--- config.mk ---
export PLATFORM = sky130hd
export DESIGN_NAME = load_store_unit_flat
export DESIGN_NICKNAME = d
export VERILOG_FILES = /design/src/rtl/load_store_unit_if.sv /design/src/rtl/load_store_unit.sv /design/src/flat_wrapper.sv
export SDC_FILE = /design/constraint.sdc
export NUM_CORES = 1
export LEC_CHECK = 0
export ABC_AREA = 1
export ABC_CLOCK_PERIOD_IN_PS = 2100
export CAP_MARGIN = 40
export CORE_MARGIN = 1.5
export CORE_UTILIZATION = 43
export CTS_BUF_LIST = sky130_fd_sc_hd__clkbuf_8
export CTS_CLUSTER_SIZE = 25
export DETAILED_ROUTE_END_ITERATION = 6
export GPL_ROUTABILITY_DRIVEN = 0
export GPL_TIMING_DRIVEN = 0
export PLACE_DENSITY = 0.82
export RECOVER_POWER = 25
export SYNTH_ARGS = -nofsm -noshare
export SYNTH_HDL_FRONTEND = slang
export SYNTH_SLANG_ARGS = --single-unit
--- constraint.sdc ---
create_clock -name clk -period 2.1 [get_ports clk]
set_clock_uncertainty 0.2 [all_clocks]
set_input_delay 0.21 -clock clk [delete_from_list [all_inputs] [get_ports clk]]
set_output_delay 0.21 -clock clk [all_outputs]
set_load 0.05 [all_outputs]
--- src/rtl/load_store_unit_if.sv ---
// Datapath/memory-facing bus of the OTTER load/store unit.
// The unit uses the slave view; the environment (datapath plus memory) uses the master view.
interface load_store_unit_if #(
  parameter int BUS_WIDTH = 32
);
  logic                 req_valid;
  logic                 req_ready;
  logic                 req_we;
  logic [BUS_WIDTH-1:0] req_addr;
  logic [BUS_WIDTH-1:0] req_wdata;
  logic [1:0]           req_size;
  logic                 req_unsigned;
  logic                 resp_valid;
  logic [BUS_WIDTH-1:0] resp_rdata;
  logic                 resp_fault;
  logic                 mem_rd;
  logic                 mem_we;
  logic [BUS_WIDTH-1:0] mem_addr;
  logic [BUS_WIDTH-1:0] mem_data;
  logic [1:0]           mem_size;
  logic [BUS_WIDTH-1:0] mem_out;
  logic                 mem_error;

  modport slave (
    input  req_valid, req_we, req_addr, req_wdata, req_size, req_unsigned,
    input  mem_out, mem_error,
    output req_ready, resp_valid, resp_rdata, resp_fault,
    output mem_rd, mem_we, mem_addr, mem_data, mem_size
  );

  modport master (
    output req_valid, req_we, req_addr, req_wdata, req_size, req_unsigned,
    output mem_out, mem_error,
    input  req_ready, resp_valid, resp_rdata, resp_fault,
    input  mem_rd, mem_we, mem_addr, mem_data, mem_size
  );
endinterface

--- src/rtl/load_store_unit.sv ---
// OTTER data-memory initiator: one request at a time, lane-aligned stores,
// extracted and extended loads, single-cycle response with fault flag.
module load_store_unit #(
  parameter int BUS_WIDTH = 32
) (
  input  logic              clk,
  input  logic              rst_n,
  load_store_unit_if.slave  bus
);

  typedef enum logic [1:0] {IDLE, ACCESS, WAIT, RESP} state_t;

  state_t               state, state_nxt;
  logic                 accept;
  logic                 we_q, uns_q, fault_q;
  logic [1:0]           size_q;
  logic [BUS_WIDTH-1:0] addr_q, wdata_q, rdata_q;
  logic [7:0]           ld_byte;
  logic [15:0]          ld_half;
  logic [BUS_WIDTH-1:0] ld_ext;

  always_comb accept = bus.req_valid && (state == IDLE);

  always_ff @(posedge clk) begin
    if (!rst_n) state <= IDLE;
    else        state <= state_nxt;
  end

  always_comb begin
    state_nxt = state;
    case (state)
      IDLE:    if (accept) state_nxt = (bus.req_size == 2'b11) ? RESP : ACCESS;
      ACCESS:  state_nxt = (bus.mem_error || we_q) ? RESP : WAIT;
      WAIT:    state_nxt = RESP;
      RESP:    state_nxt = IDLE;
      default: state_nxt = IDLE;
    endcase
  end

  always_comb begin
    bus.req_ready  = (state == IDLE);
    bus.resp_valid = (state == RESP);
    bus.resp_rdata = rdata_q;
    bus.resp_fault = fault_q;
    bus.mem_rd     = (state == ACCESS) && !we_q && !bus.mem_error;
    bus.mem_we     = (state == ACCESS) &&  we_q && !bus.mem_error;
    bus.mem_addr   = addr_q;
    bus.mem_size   = size_q;
    case (size_q)
      2'b00:   bus.mem_data = {4{wdata_q[7:0]}};
      2'b01:   bus.mem_data = {2{wdata_q[15:0]}};
      default: bus.mem_data = wdata_q;
    endcase
  end

  always_comb begin
    ld_byte = bus.mem_out[{addr_q[1:0], 3'b000} +: 8];
    ld_half = bus.mem_out[{addr_q[1], 4'b0000} +: 16];
    case (size_q)
      2'b00:   ld_ext = uns_q ? {24'b0, ld_byte} : {{24{ld_byte[7]}}, ld_byte};
      2'b01:   ld_ext = uns_q ? {16'b0, ld_half} : {{16{ld_half[15]}}, ld_half};
      default: ld_ext = bus.mem_out;
    endcase
  end

  // Response fields are only rewritten on the way into RESP, so they hold between responses.
  always_ff @(posedge clk) begin
    if (!rst_n) begin
      we_q    <= 1'b0;
      uns_q   <= 1'b0;
      size_q  <= '0;
      addr_q  <= '0;
      wdata_q <= '0;
      rdata_q <= '0;
      fault_q <= 1'b0;
    end else begin
      if (accept) begin
        we_q    <= bus.req_we;
        uns_q   <= bus.req_unsigned;
        size_q  <= bus.req_size;
        addr_q  <= bus.req_addr;
        wdata_q <= bus.req_wdata;
      end
      case (state)
        IDLE: if (accept && bus.req_size == 2'b11) begin
          fault_q <= 1'b1;
          rdata_q <= '0;
        end
        ACCESS: if (bus.mem_error || we_q) begin
          fault_q <= bus.mem_error;
          rdata_q <= '0;
        end
        WAIT: begin
          fault_q <= 1'b0;
          rdata_q <= ld_ext;
        end
        default: ;
      endcase
    end
  end

endmodule

--- src/flat_wrapper.sv ---
// flat-port wrapper written by rule: the top's interface ports become plain ports
module load_store_unit_flat 
#(
  parameter int BUS_WIDTH = 32
)
  (clk, rst_n, bus_req_valid, bus_req_we, bus_req_addr, bus_req_wdata, bus_req_size, bus_req_unsigned, bus_mem_out, bus_mem_error, bus_req_ready, bus_resp_valid, bus_resp_rdata, bus_resp_fault, bus_mem_rd, bus_mem_we, bus_mem_addr, bus_mem_data, bus_mem_size);
  load_store_unit_if #(.BUS_WIDTH(BUS_WIDTH)) bus_i ();
  input  logic clk;
  input  logic rst_n;
  input wire logic [$bits(bus_i.req_valid)-1:0] bus_req_valid;
  input wire logic [$bits(bus_i.req_we)-1:0] bus_req_we;
  input wire logic [$bits(bus_i.req_addr)-1:0] bus_req_addr;
  input wire logic [$bits(bus_i.req_wdata)-1:0] bus_req_wdata;
  input wire logic [$bits(bus_i.req_size)-1:0] bus_req_size;
  input wire logic [$bits(bus_i.req_unsigned)-1:0] bus_req_unsigned;
  input wire logic [$bits(bus_i.mem_out)-1:0] bus_mem_out;
  input wire logic [$bits(bus_i.mem_error)-1:0] bus_mem_error;
  output wire logic [$bits(bus_i.req_ready)-1:0] bus_req_ready;
  output wire logic [$bits(bus_i.resp_valid)-1:0] bus_resp_valid;
  output wire logic [$bits(bus_i.resp_rdata)-1:0] bus_resp_rdata;
  output wire logic [$bits(bus_i.resp_fault)-1:0] bus_resp_fault;
  output wire logic [$bits(bus_i.mem_rd)-1:0] bus_mem_rd;
  output wire logic [$bits(bus_i.mem_we)-1:0] bus_mem_we;
  output wire logic [$bits(bus_i.mem_addr)-1:0] bus_mem_addr;
  output wire logic [$bits(bus_i.mem_data)-1:0] bus_mem_data;
  output wire logic [$bits(bus_i.mem_size)-1:0] bus_mem_size;
  assign bus_i.req_valid = bus_req_valid;
  assign bus_i.req_we = bus_req_we;
  assign bus_i.req_addr = bus_req_addr;
  assign bus_i.req_wdata = bus_req_wdata;
  assign bus_i.req_size = bus_req_size;
  assign bus_i.req_unsigned = bus_req_unsigned;
  assign bus_i.mem_out = bus_mem_out;
  assign bus_i.mem_error = bus_mem_error;
  assign bus_req_ready = bus_i.req_ready;
  assign bus_resp_valid = bus_i.resp_valid;
  assign bus_resp_rdata = bus_i.resp_rdata;
  assign bus_resp_fault = bus_i.resp_fault;
  assign bus_mem_rd = bus_i.mem_rd;
  assign bus_mem_we = bus_i.mem_we;
  assign bus_mem_addr = bus_i.mem_addr;
  assign bus_mem_data = bus_i.mem_data;
  assign bus_mem_size = bus_i.mem_size;
  load_store_unit #(.BUS_WIDTH(BUS_WIDTH)) u_core (.clk(clk), .rst_n(rst_n), .bus(bus_i));
endmodule
==> impl_summary.md <==
Run status
The run finished with clean final reports.

Logic synthesis
The cell area after technology mapping is approximately 0.0047 mm². The register area share after synthesis is a little over two fifths. The number of storage elements in the synthesis netlist is 103. The share of Yosys cell area claimed by the top area cell type is between 40 and 50%.

The cell count after synthesis came out at about 700. The unique cell type count in the Yosys netlist is 25. The cell taking the most area after synthesis is sky130_fd_sc_hd__dfxtp_1. Ranked by total cell area, the synthesized netlist is headed by sky130_fd_sc_hd__dfxtp_1 (44%), sky130_fd_sc_hd__nand2_1 (16%), sky130_fd_sc_hd__nor2_1 (13%). The average cell area after synthesis is around 6.7 µm².

The Yosys step of the flow raised 0 warnings. The net count of the mapped netlist is 807.

Detailed routing
In the routed layout, each cell is associated on average with a via count of roughly 5.0. The average wire per standard cell is 14.6 µm. The count of antenna-violating nets left after detailed routing is 0. The first-pass iteration count of the detailed router is 4.

For this run, design rule violations remaining after detail routing come to 0. Detailed routing placed a total of 1.56 mm of wire on met3. The uppermost layer routed is met4. After detailed routing, the met2 layer carries about 7.4 mm of wire. After detailed routing, the wire length on met1 is 6.20 mm. The final layout contains routed wiring with a total length of between 15 and 20 mm. The final route contains around 5300 vias. The detailed router finished its first iteration with 233 violations.

Global route
Entering global routing, the biggest net connects 19 pins. The global-route wire length before repair is between 20 and 25 mm. The via count of the first global-routing pass is slightly below 5000.

The number of antenna violations at the first check in global routing was 0. The final global-route overflow total is 0. The all-layer global routing usage is between 20% and 30%.

Final layout
At the end of the flow the core is filled with cells to roughly 69%. The area added between synthesis and finish is 54.3%. The most common cell after layout, fill and taps aside is sky130_fd_sc_hd__nand2_1. The layout cell share with drive strength beyond 1 is between 10% and 20%. At the end of the flow, the number of nets in the layout was slightly above 1000.

The number of fill cells is between 900 and 1000. 0 antenna diodes ended up in the layout. The library cells used most frequently in the layout, excluding fill and tap cells, are sky130_fd_sc_hd__nand2_1 (193), sky130_fd_sc_hd__clkdlybuf4s50_1 (169), sky130_fd_sc_hd__nor2_1 (163).

With fillers left out, the area of the finished cells amounts to 0.00724 mm².

Pwr
VDD sags by at most 0.653 mV. The power per unit of standard cell area is 1130 mW/mm². The leakage component of the power is 3.07 nW.

Setup path
STA puts the critical path data required time at roughly 1.7 ns. STA classifies the critical path endpoint as an output pin. The worst setup path is of the reg -> out kind.

In this design, the stage delay of the slowest critical-path cell is 0.36 ns. The critical-path maximum fanout is 10. Traced cell by cell, the critical path runs through buf_12 > clkinv_8 > nand2_8 > inv_8 > clkbuf_16 > nand2_2 > o211ai_1 > buf_4. The cell class contributing the biggest share of worst-path delay is buffers and inverters. The cell with the biggest individual delay on the critical path is sky130_fd_sc_hd__dfxtp_4. Tracing the worst setup path back leads to its startpoint at u_core.bus.mem_size[1].

Data on the critical path arrives at its endpoint at about 1.7 ns. The number of buffers and inverters on the critical path is 5. The worst register-to-register path begins at u_core.state[0]. STA classifies the critical path startpoint as a register.

Die
Once the floorplan was initialized, standard cells occupied ~45% of the core. The floorplan step set the die height to around 110 µm. The number of primary I/O pins is approximately 210. The die area is between 0.01 and 0.015 mm².

The standard cell core area is around 0.010 mm². The horizontal die dimension is 107 µm. The row count is 37.

Place
Port buffering added roughly 210 buffers. After legalization and detailed placement, the total HPWL measured roughly 12 mm. The standard cell area after detailed placement is approximately 0.007 mm².

Clock network
After clock tree synthesis, the clock-pin slew on the worst setup and hold paths is about 0.11 ns. The count of hold buffers inserted by post-cts repair is 0. The clock root buffer is sky130_fd_sc_hd__clkbuf_8. The TritonCTS buffer count is 9. The clock tree from TritonCTS is built.

The buffer depth of the longest clock path is 2. The clock reaches the later pin of the worst-skew pair after between 0.3 and 0.4 ns. CTS saw around 100 sinks. The H-tree was split into 3 levels.

Timing
The final-report max-slew violation count is 0. The worst hold-check slack is between 0.2 and 0.25 ns. The number of endpoints with negative hold slack in the final report was 0. The worst pin sits at a relative slew slack of 53.1%. The final setup violation count is 0.

At the pin with the least slew margin, the transition time is roughly 0.7 ns. The worst path uses 98.2% of the clock period. The peak clock frequency supported by timing is 485 MHz. The clock period minus final worst setup slack is a little over 2 ns.

Hold path
The origin of the worst min-delay path is bus_req_wdata[17]. The type of the tightest min-delay check is in -> reg.

Job
The tool flagged a number of max-cap violations equal to 0.
## registers in the layout, summed over array words and instances, names as in the netlist
signal and count:
u_core.bus.mem_addr 32, u_core.bus.mem_size 2, u_core.bus.resp_fault 1, u_core.bus.resp_rdata 32, u_core.state 2, u_core.uns_q 1
u_core.wdata_q 32, u_core.we_q 1
## through the flow
stage / instances / power [W] / setup slack (ns) / TNS (ns)
6_report: 1066 / 0.00815 / 0.0368 / 0
5_1_grt: 1066 / 0.00860 / -0.0167 / -0.0198
4_1_cts: 1058 / 0.00807 / -0.0248 / -0.0248
3_5_place_dp: 1041 / 0.00680 / -0.525 / -8.40
3_3_place_gp: 1041 / 0.00676 / -0.518 / -8.07
2_1_floorplan: 699 / 0.00541 / 0.0364 / 0
## worst register-to-register path: stages, from the launching register on
cell and delay (ns):
sky130_fd_sc_hd__dfxtp_1 0.36, sky130_fd_sc_hd__inv_2 0.09, sky130_fd_sc_hd__ha_4 0.17, sky130_fd_sc_hd__nand2_4 0.10, sky130_fd_sc_hd__inv_2 0.09, sky130_fd_sc_hd__nand3_2 0.08
sky130_fd_sc_hd__nand2_2 0.13, sky130_fd_sc_hd__nand3_4 0.13, sky130_fd_sc_hd__buf_4 0.20, sky130_fd_sc_hd__nor2_1 0.13, sky130_fd_sc_hd__nand2_1 0.07, sky130_fd_sc_hd__a21oi_1 0.11
## timing repair
action,4_1_cts,5_1_grt
pin swaps,0,1
buffers inserted,0,8
gates resized for setup,165,13
cloned,1,0
setup endpoints to repair,76,51
## layer usage
layer	up-vias	GRT usage, %
met4	0	9.49
met3	33	9.38
met5	-	0
met1	2421	30.8
li1	2666	-
met2	217	46.3
## cells in the mapped netlist
library cell               instances
sky130_fd_sc_hd__nor2_1          165
sky130_fd_sc_hd__nand2_4           2
sky130_fd_sc_hd__a31oi_1           1
sky130_fd_sc_hd__clkinv_1          1
sky130_fd_sc_hd__ha_1              4
sky130_fd_sc_hd__a211oi_1          1
sky130_fd_sc_hd__nand2_1         195
sky130_fd_sc_hd__a21oi_1          47
sky130_fd_sc_hd__inv_6             1
sky130_fd_sc_hd__nand3_2           1
sky130_fd_sc_hd__o211ai_1          7
sky130_fd_sc_hd__inv_1            16
sky130_fd_sc_hd__nand3_1          20
sky130_fd_sc_hd__buf_4             8
sky130_fd_sc_hd__buf_2            11
sky130_fd_sc_hd__clkbuf_1         29
sky130_fd_sc_hd__nor2_8            1
sky130_fd_sc_hd__nand2_2           3
sky130_fd_sc_hd__nor3b_2           1
sky130_fd_sc_hd__dfxtp_1         103
sky130_fd_sc_hd__a22oi_1           1
sky130_fd_sc_hd__buf_6             2
sky130_fd_sc_hd__o21ai_0          75
sky130_fd_sc_hd__nand3_4           2
sky130_fd_sc_hd__inv_2             2
## power by group
| group | internal [W] | leakage, nW | switching, W |
|---|---|---|---|
| logic | 0.00142 | 2.12 | 0.00291 |
| clock network | 0.000568 | 0.102 | 0.000732 |
| registers | 0.00230 | 0.848 | 0.000216 |
## layout make-up
type                       instances  area, µm²  area share (%)
tap                              136        170            2.35
clock buffer                       9        124            1.71
buffer                            50        294            4.06
inverter                          20       95.1            1.31
timing repair buffer             215       2020            27.9
multi-input combinational        526       2380            32.9
clock inverter                     7       80.1            1.11
sequential                       103       2070            28.6
## final timing paths
path	endpoint	slack, ns	depth (start not counted)
setup / recovery	bus_mem_data[30]	0.04	8
hold / removal	u_core.wdata_q[17]	0.24	3
setup reg to reg	u_core.bus.resp_rdata[29]	0.16	11
hold reg to reg	u_core.bus.resp_rdata[8]	0.27	2
## kinds of logic (layout without fill, tap and decap cells)
group,after synthesis,count (layout),synth area share (%)
and+or+nand+nor,390,390,33.5
DFF,103,103,43.9
AOI/OAI and AO/OA,132,132,14.6
adders and majority gates,4,4,1.07
buffers and inverters,70,301,6.96
Note: power is estimated with default switching activity, not from simulation.
==> RTL change 1, RTL diff (config.mk and constraints unchanged) <==
Reset style: asynchronous (`rst_n`), changed in 2 clocked blocks.
--- a/src/rtl/load_store_unit.sv
+++ b/src/rtl/load_store_unit.sv
@@ -21,7 +21,7 @@
 
   always_comb accept = bus.req_valid && (state == IDLE);
 
-  always_ff @(posedge clk) begin
+  always_ff @(posedge clk or negedge rst_n) begin
     if (!rst_n) state <= IDLE;
     else        state <= state_nxt;
   end
@@ -64,7 +64,7 @@
   end
 
   // Response fields are only rewritten on the way into RESP, so they hold between responses.
-  always_ff @(posedge clk) begin
+  always_ff @(posedge clk or negedge rst_n) begin
     if (!rst_n) begin
       we_q    <= 1'b0;
       uns_q   <= 1'b0;
Formal check against the unedited RTL: differs if rst_n is asserted again (counterexample within 4 cycles, from zero or initial values and one cycle with rst_n low); with rst_n held inactive, the same outputs for 10 cycles.
==> RTL change 1 against the original RTL <==
The flow now finishes with violations (negative setup slack). Highest routed layer unchanged. Register-to-register slack worse by 70 ps. Setup slack lost 110 ps. Largest cell class is now registers. Wire length up 5.0%. Critical endpoint unchanged. Design area grew 7.3%. Area after synthesis up 7.4%. Sequential cell count unchanged. Via count fell by 1.9%.
Power is not compared: it rests on default switching activity, and its combinational part moved more than twofold at a synthesized area within 25%.
==> RTL change 1: results <==
export IMPL_status="complete, but fails checks"
export IMPL_violations="negative setup slack"
export IMPL_grt_max_degree=57
export IMPL_layout_area_seq_um2=2580
export IMPL_seq_area_frac_synth=0.511
export IMPL_async_flop_share=1.00
export IMPL_drive_gt1_frac=0.130
export IMPL_ys_types=23
export IMPL_viasPerCell=4.89
export IMPL_grt_first_pass_wirelength_um=26100
export IMPL_seq_cell_count=103
export IMPL_ys_top_cells_by_area="dfrtp_1 (51%), nand2_1 (30%), nor2_1 (4.0%), o21ai_0 (2.2%), nand3_1 (1.9%)"
export IMPL_drt_pass1_iterations=7
export IMPL_grt_pass1_vias=5197
export IMPL_multi_input_area_um2=2260
export IMPL_fillers=959
export IMPL_clkbuf_count=11
export IMPL_placedInstanceArea_um2=7330
export IMPL_cp_slowest_cell="dfrtp_2"
export IMPL_crit_arrival_ps=1760
export IMPL_clock_cell_area_share=0.0274
export IMPL_drt_met1_wl_um=6660
export IMPL_num_nonclk_buffers=264
export IMPL_avgSynthCellArea_um2=7.33
export IMPL_critPathMaxFanout=7
export IMPL_bufAreaShareNonClock=0.314
export IMPL_dp_final_hpwl_um=11900
export IMPL_grt_total_usage=0.267
export IMPL_worst_slack_ps=-71.7
export IMPL_fin_cells=1071
export IMPL_dr_wl_met2_um=7440
export IMPL_wl_met3_um=1720
export IMPL_nMultiInputCombCells=523
export IMPL_synth_common_cells="nand2_1 (403), dfrtp_1 (103), nor2_1 (54)"
export IMPL_fin_tns_setup_ps=-322
export IMPL_syn_to_final_growth_pct=54.2
export IMPL_setup_violations=14
export IMPL_wl_per_cell_um=15.3
export IMPL_synth_top_area_frac=0.511
RTL change 1: timing repair:
item / in CTS / in global routing
setup buffers: 8 / 7
resized for setup: 192 / 36
setup endpoints to repair: 116 / 94
gates cloned: 1 / 0
endpoints found under the hold margin: 47 / 0
hold buffers: 1 / 0
pin swaps: 4 / 2
RTL change 1: cell families (layout without fill, tap and decap cells):
logic type                 after synthesis  after routing  share of synthesized area
and+or+nand+nor                        485            485                      0.380
DFF                                    103            103                      0.511
buffers and inverters                   62            302                     0.0603
AOI/OAI and AO/OA                       34             34                     0.0380
adders and majority gates                4              4                    0.00993
RTL change 1: power by group through the flow:
stage / registers, mW / clock network [mW] / logic, mW
after floorplan: 5.04 / 0 / 4.48
after global placement: 3.37 / 0 / 9.18
after detailed placement: 3.36 / 0 / 9.29
after CTS: 3.36 / 1.38 / 9.55
after global routing: 3.47 / 1.46 / 10.5
final: 3.37 / 1.36 / 9.80
RTL change 1: path summary, 6_finish.rpt:
path	slack, ps	cells past startpoint	from	endpoint
min in group asynchronous	430	2	rst_n	u_core.bus.resp_rdata[3]$_DFFE_PN0P_
min	150	3	bus_req_addr[3]	u_core.bus.mem_addr[3]$_DFFE_PN0N_
max in group asynchronous	270	3	rst_n	u_core.wdata_q[6]$_DFFE_PN0N_
max reg2reg	90	10	u_core.state[0]$_DFFE_PN0P_	u_core.bus.resp_rdata[17]$_DFFE_PN0P_
min reg2reg	290	2	u_core.bus.resp_rdata[29]$_DFFE_PN0P_	u_core.bus.resp_rdata[29]$_DFFE_PN0P_
max	-70	8	u_core.bus.mem_size[1]$_DFFE_PN0N_	bus_mem_data[30]
RTL change 1: tightest hold or removal path: stages:
cell and delay [ps]:
clkdlybuf4s50_1 390, nand2_1 60, nand2_1 40
==> RTL change 2, RTL diff (same flow settings) <==
Made on the original files. Encoding of `state_t`: now one-hot (4 bits for 4 states).
--- a/src/rtl/load_store_unit.sv
+++ b/src/rtl/load_store_unit.sv
@@ -8,7 +8,7 @@
   load_store_unit_if.slave  bus
 );
 
-  typedef enum logic [1:0] {IDLE, ACCESS, WAIT, RESP} state_t;
+  typedef enum logic [3:0] {IDLE = 4'b0001, ACCESS = 4'b0010, WAIT = 4'b0100, RESP = 4'b1000} state_t;
 
   state_t               state, state_nxt;
   logic                 accept;
Behaviour: same outputs for any inputs over 10 cycles, from zero or initial values and one cycle with rst_n low; not proved beyond that.
==> RTL change 2 against the original RTL <==
Total power decreased by 6.6%. Sequential cell count increased by 2. Area after synthesis increased by 2.1%. Combinational power decreased by 6.9%. Via count increased by 6.4%. The run now ends with negative setup slack left. Setup slack got worse by 140 ps. Die area increased by 2.1%. Highest routed layer unchanged. Design area increased by 6.5%. Critical path depth increased by 1. Wire length increased by 11%. Count of clock-buffer cells in the layout unchanged.
==> RTL change 2: results <==
export IMPL_cts_sinks=105
export IMPL_worst_slack_ps=-102
export IMPL_num_nonclk_buffers=279
export IMPL_hold_start="bus_req_valid"
export IMPL_irDropWorstVdd_mv=0.705
export IMPL_internal_power_mw=4.11
export IMPL_status="complete, but fails checks"
export IMPL_crit_arrival_ps=1790
export IMPL_seq_cell_power_mw=2.39
export IMPL_fin_cells=1063
export IMPL_viasPerCell=5.34
export IMPL_synth_nets=785
export IMPL_cp_startpoint="u_core.bus.mem_size[1]$_SDFFE_PN0P_"
export IMPL_portBuffers=205
export IMPL_n_all_inverters=48
export IMPL_wl_um=17200
export IMPL_setup_violations=16
export IMPL_comb_power_mw=4.03
export IMPL_sh_seq_area=0.273
export IMPL_max_slew_margin=0.593
export IMPL_reg2reg_slack_ps=10
export IMPL_ys_top_cells_by_area="dfxtp_1 (44%), nand2_1 (14%), a21oi_1 (10%), nand3_1 (6.2%), o21ai_0 (4.7%)"
export IMPL_synth_common_cells="nand2_1 (181), dfxtp_1 (105), a21oi_1 (99)"
export IMPL_cp_slowest_cell="dfxtp_2"
export IMPL_drt_pass1_iterations=6
export IMPL_reg2reg_depth=7
export IMPL_ys_types=29
export IMPL_violations="negative setup slack"
export IMPL_multi_input_area_um2=2540
export IMPL_fillers=866
export IMPL_postSynthCellCount=681
export IMPL_bufAreaShareNonClock=0.325
export IMPL_whs_endpoint="u_core.bus.mem_addr[5]$_SDFFE_PN0P_"
export IMPL_endpoint="bus_mem_data[29]"
export IMPL_grt_first_pass_wirelength_um=26800
export IMPL_nMultiInputCombCells=475
export IMPL_p_leak_nw=3.02
export IMPL_dp_cells=1027
export IMPL_r2r_end="u_core.bus.resp_rdata[20]$_SDFFE_PN0P_"
export IMPL_grt_total_usage=0.291
export IMPL_drtIter0Drc=335
export IMPL_drive_gt1_frac=0.163
export IMPL_dp_worst_setup_slack_ps=-817
RTL change 2: changes by cell type in the layout (fill, tap and decap cells not counted), moves of 10 or more:
cell and change:
nor2_1 -124, clkbuf_1 +11, o21ai_0 -40, a21oi_2 +10
buf_6 +15, a21oi_1 +52, o21ai_1 +19, nand3_1 +39
nand2_1 -19, inv_1 +29
RTL change 2: kinds of logic (layout without fill, tap and decap cells):
group,after synthesis,count (layout),synth area share
AO/OA/AOI/OAI,172,172,0.194
buffers and inverters,101,343,0.0950
flip-flops,105,105,0.439
AND/OR/NAND/NOR,303,303,0.273
RTL change 2: layer usage:
metal / vias up / share of wire / global-route usage
met5: - / 0 / 0
met4: 0 / 0.031 / 0.145
met3: 42 / 0.090 / 0.0591
met2: 308 / 0.49 / 0.507
met1: 2633 / 0.38 / 0.337
li1: 2693 / - / -
RTL change 2: timing repair:
item | CTS | global route
setup endpoints to repair | 29 | 59
pin swaps | 2 | 2
hold buffers | 0 | 0
setup buffers | 13 | 8
resized for setup | 195 | 27
gates cloned | 1 | 0
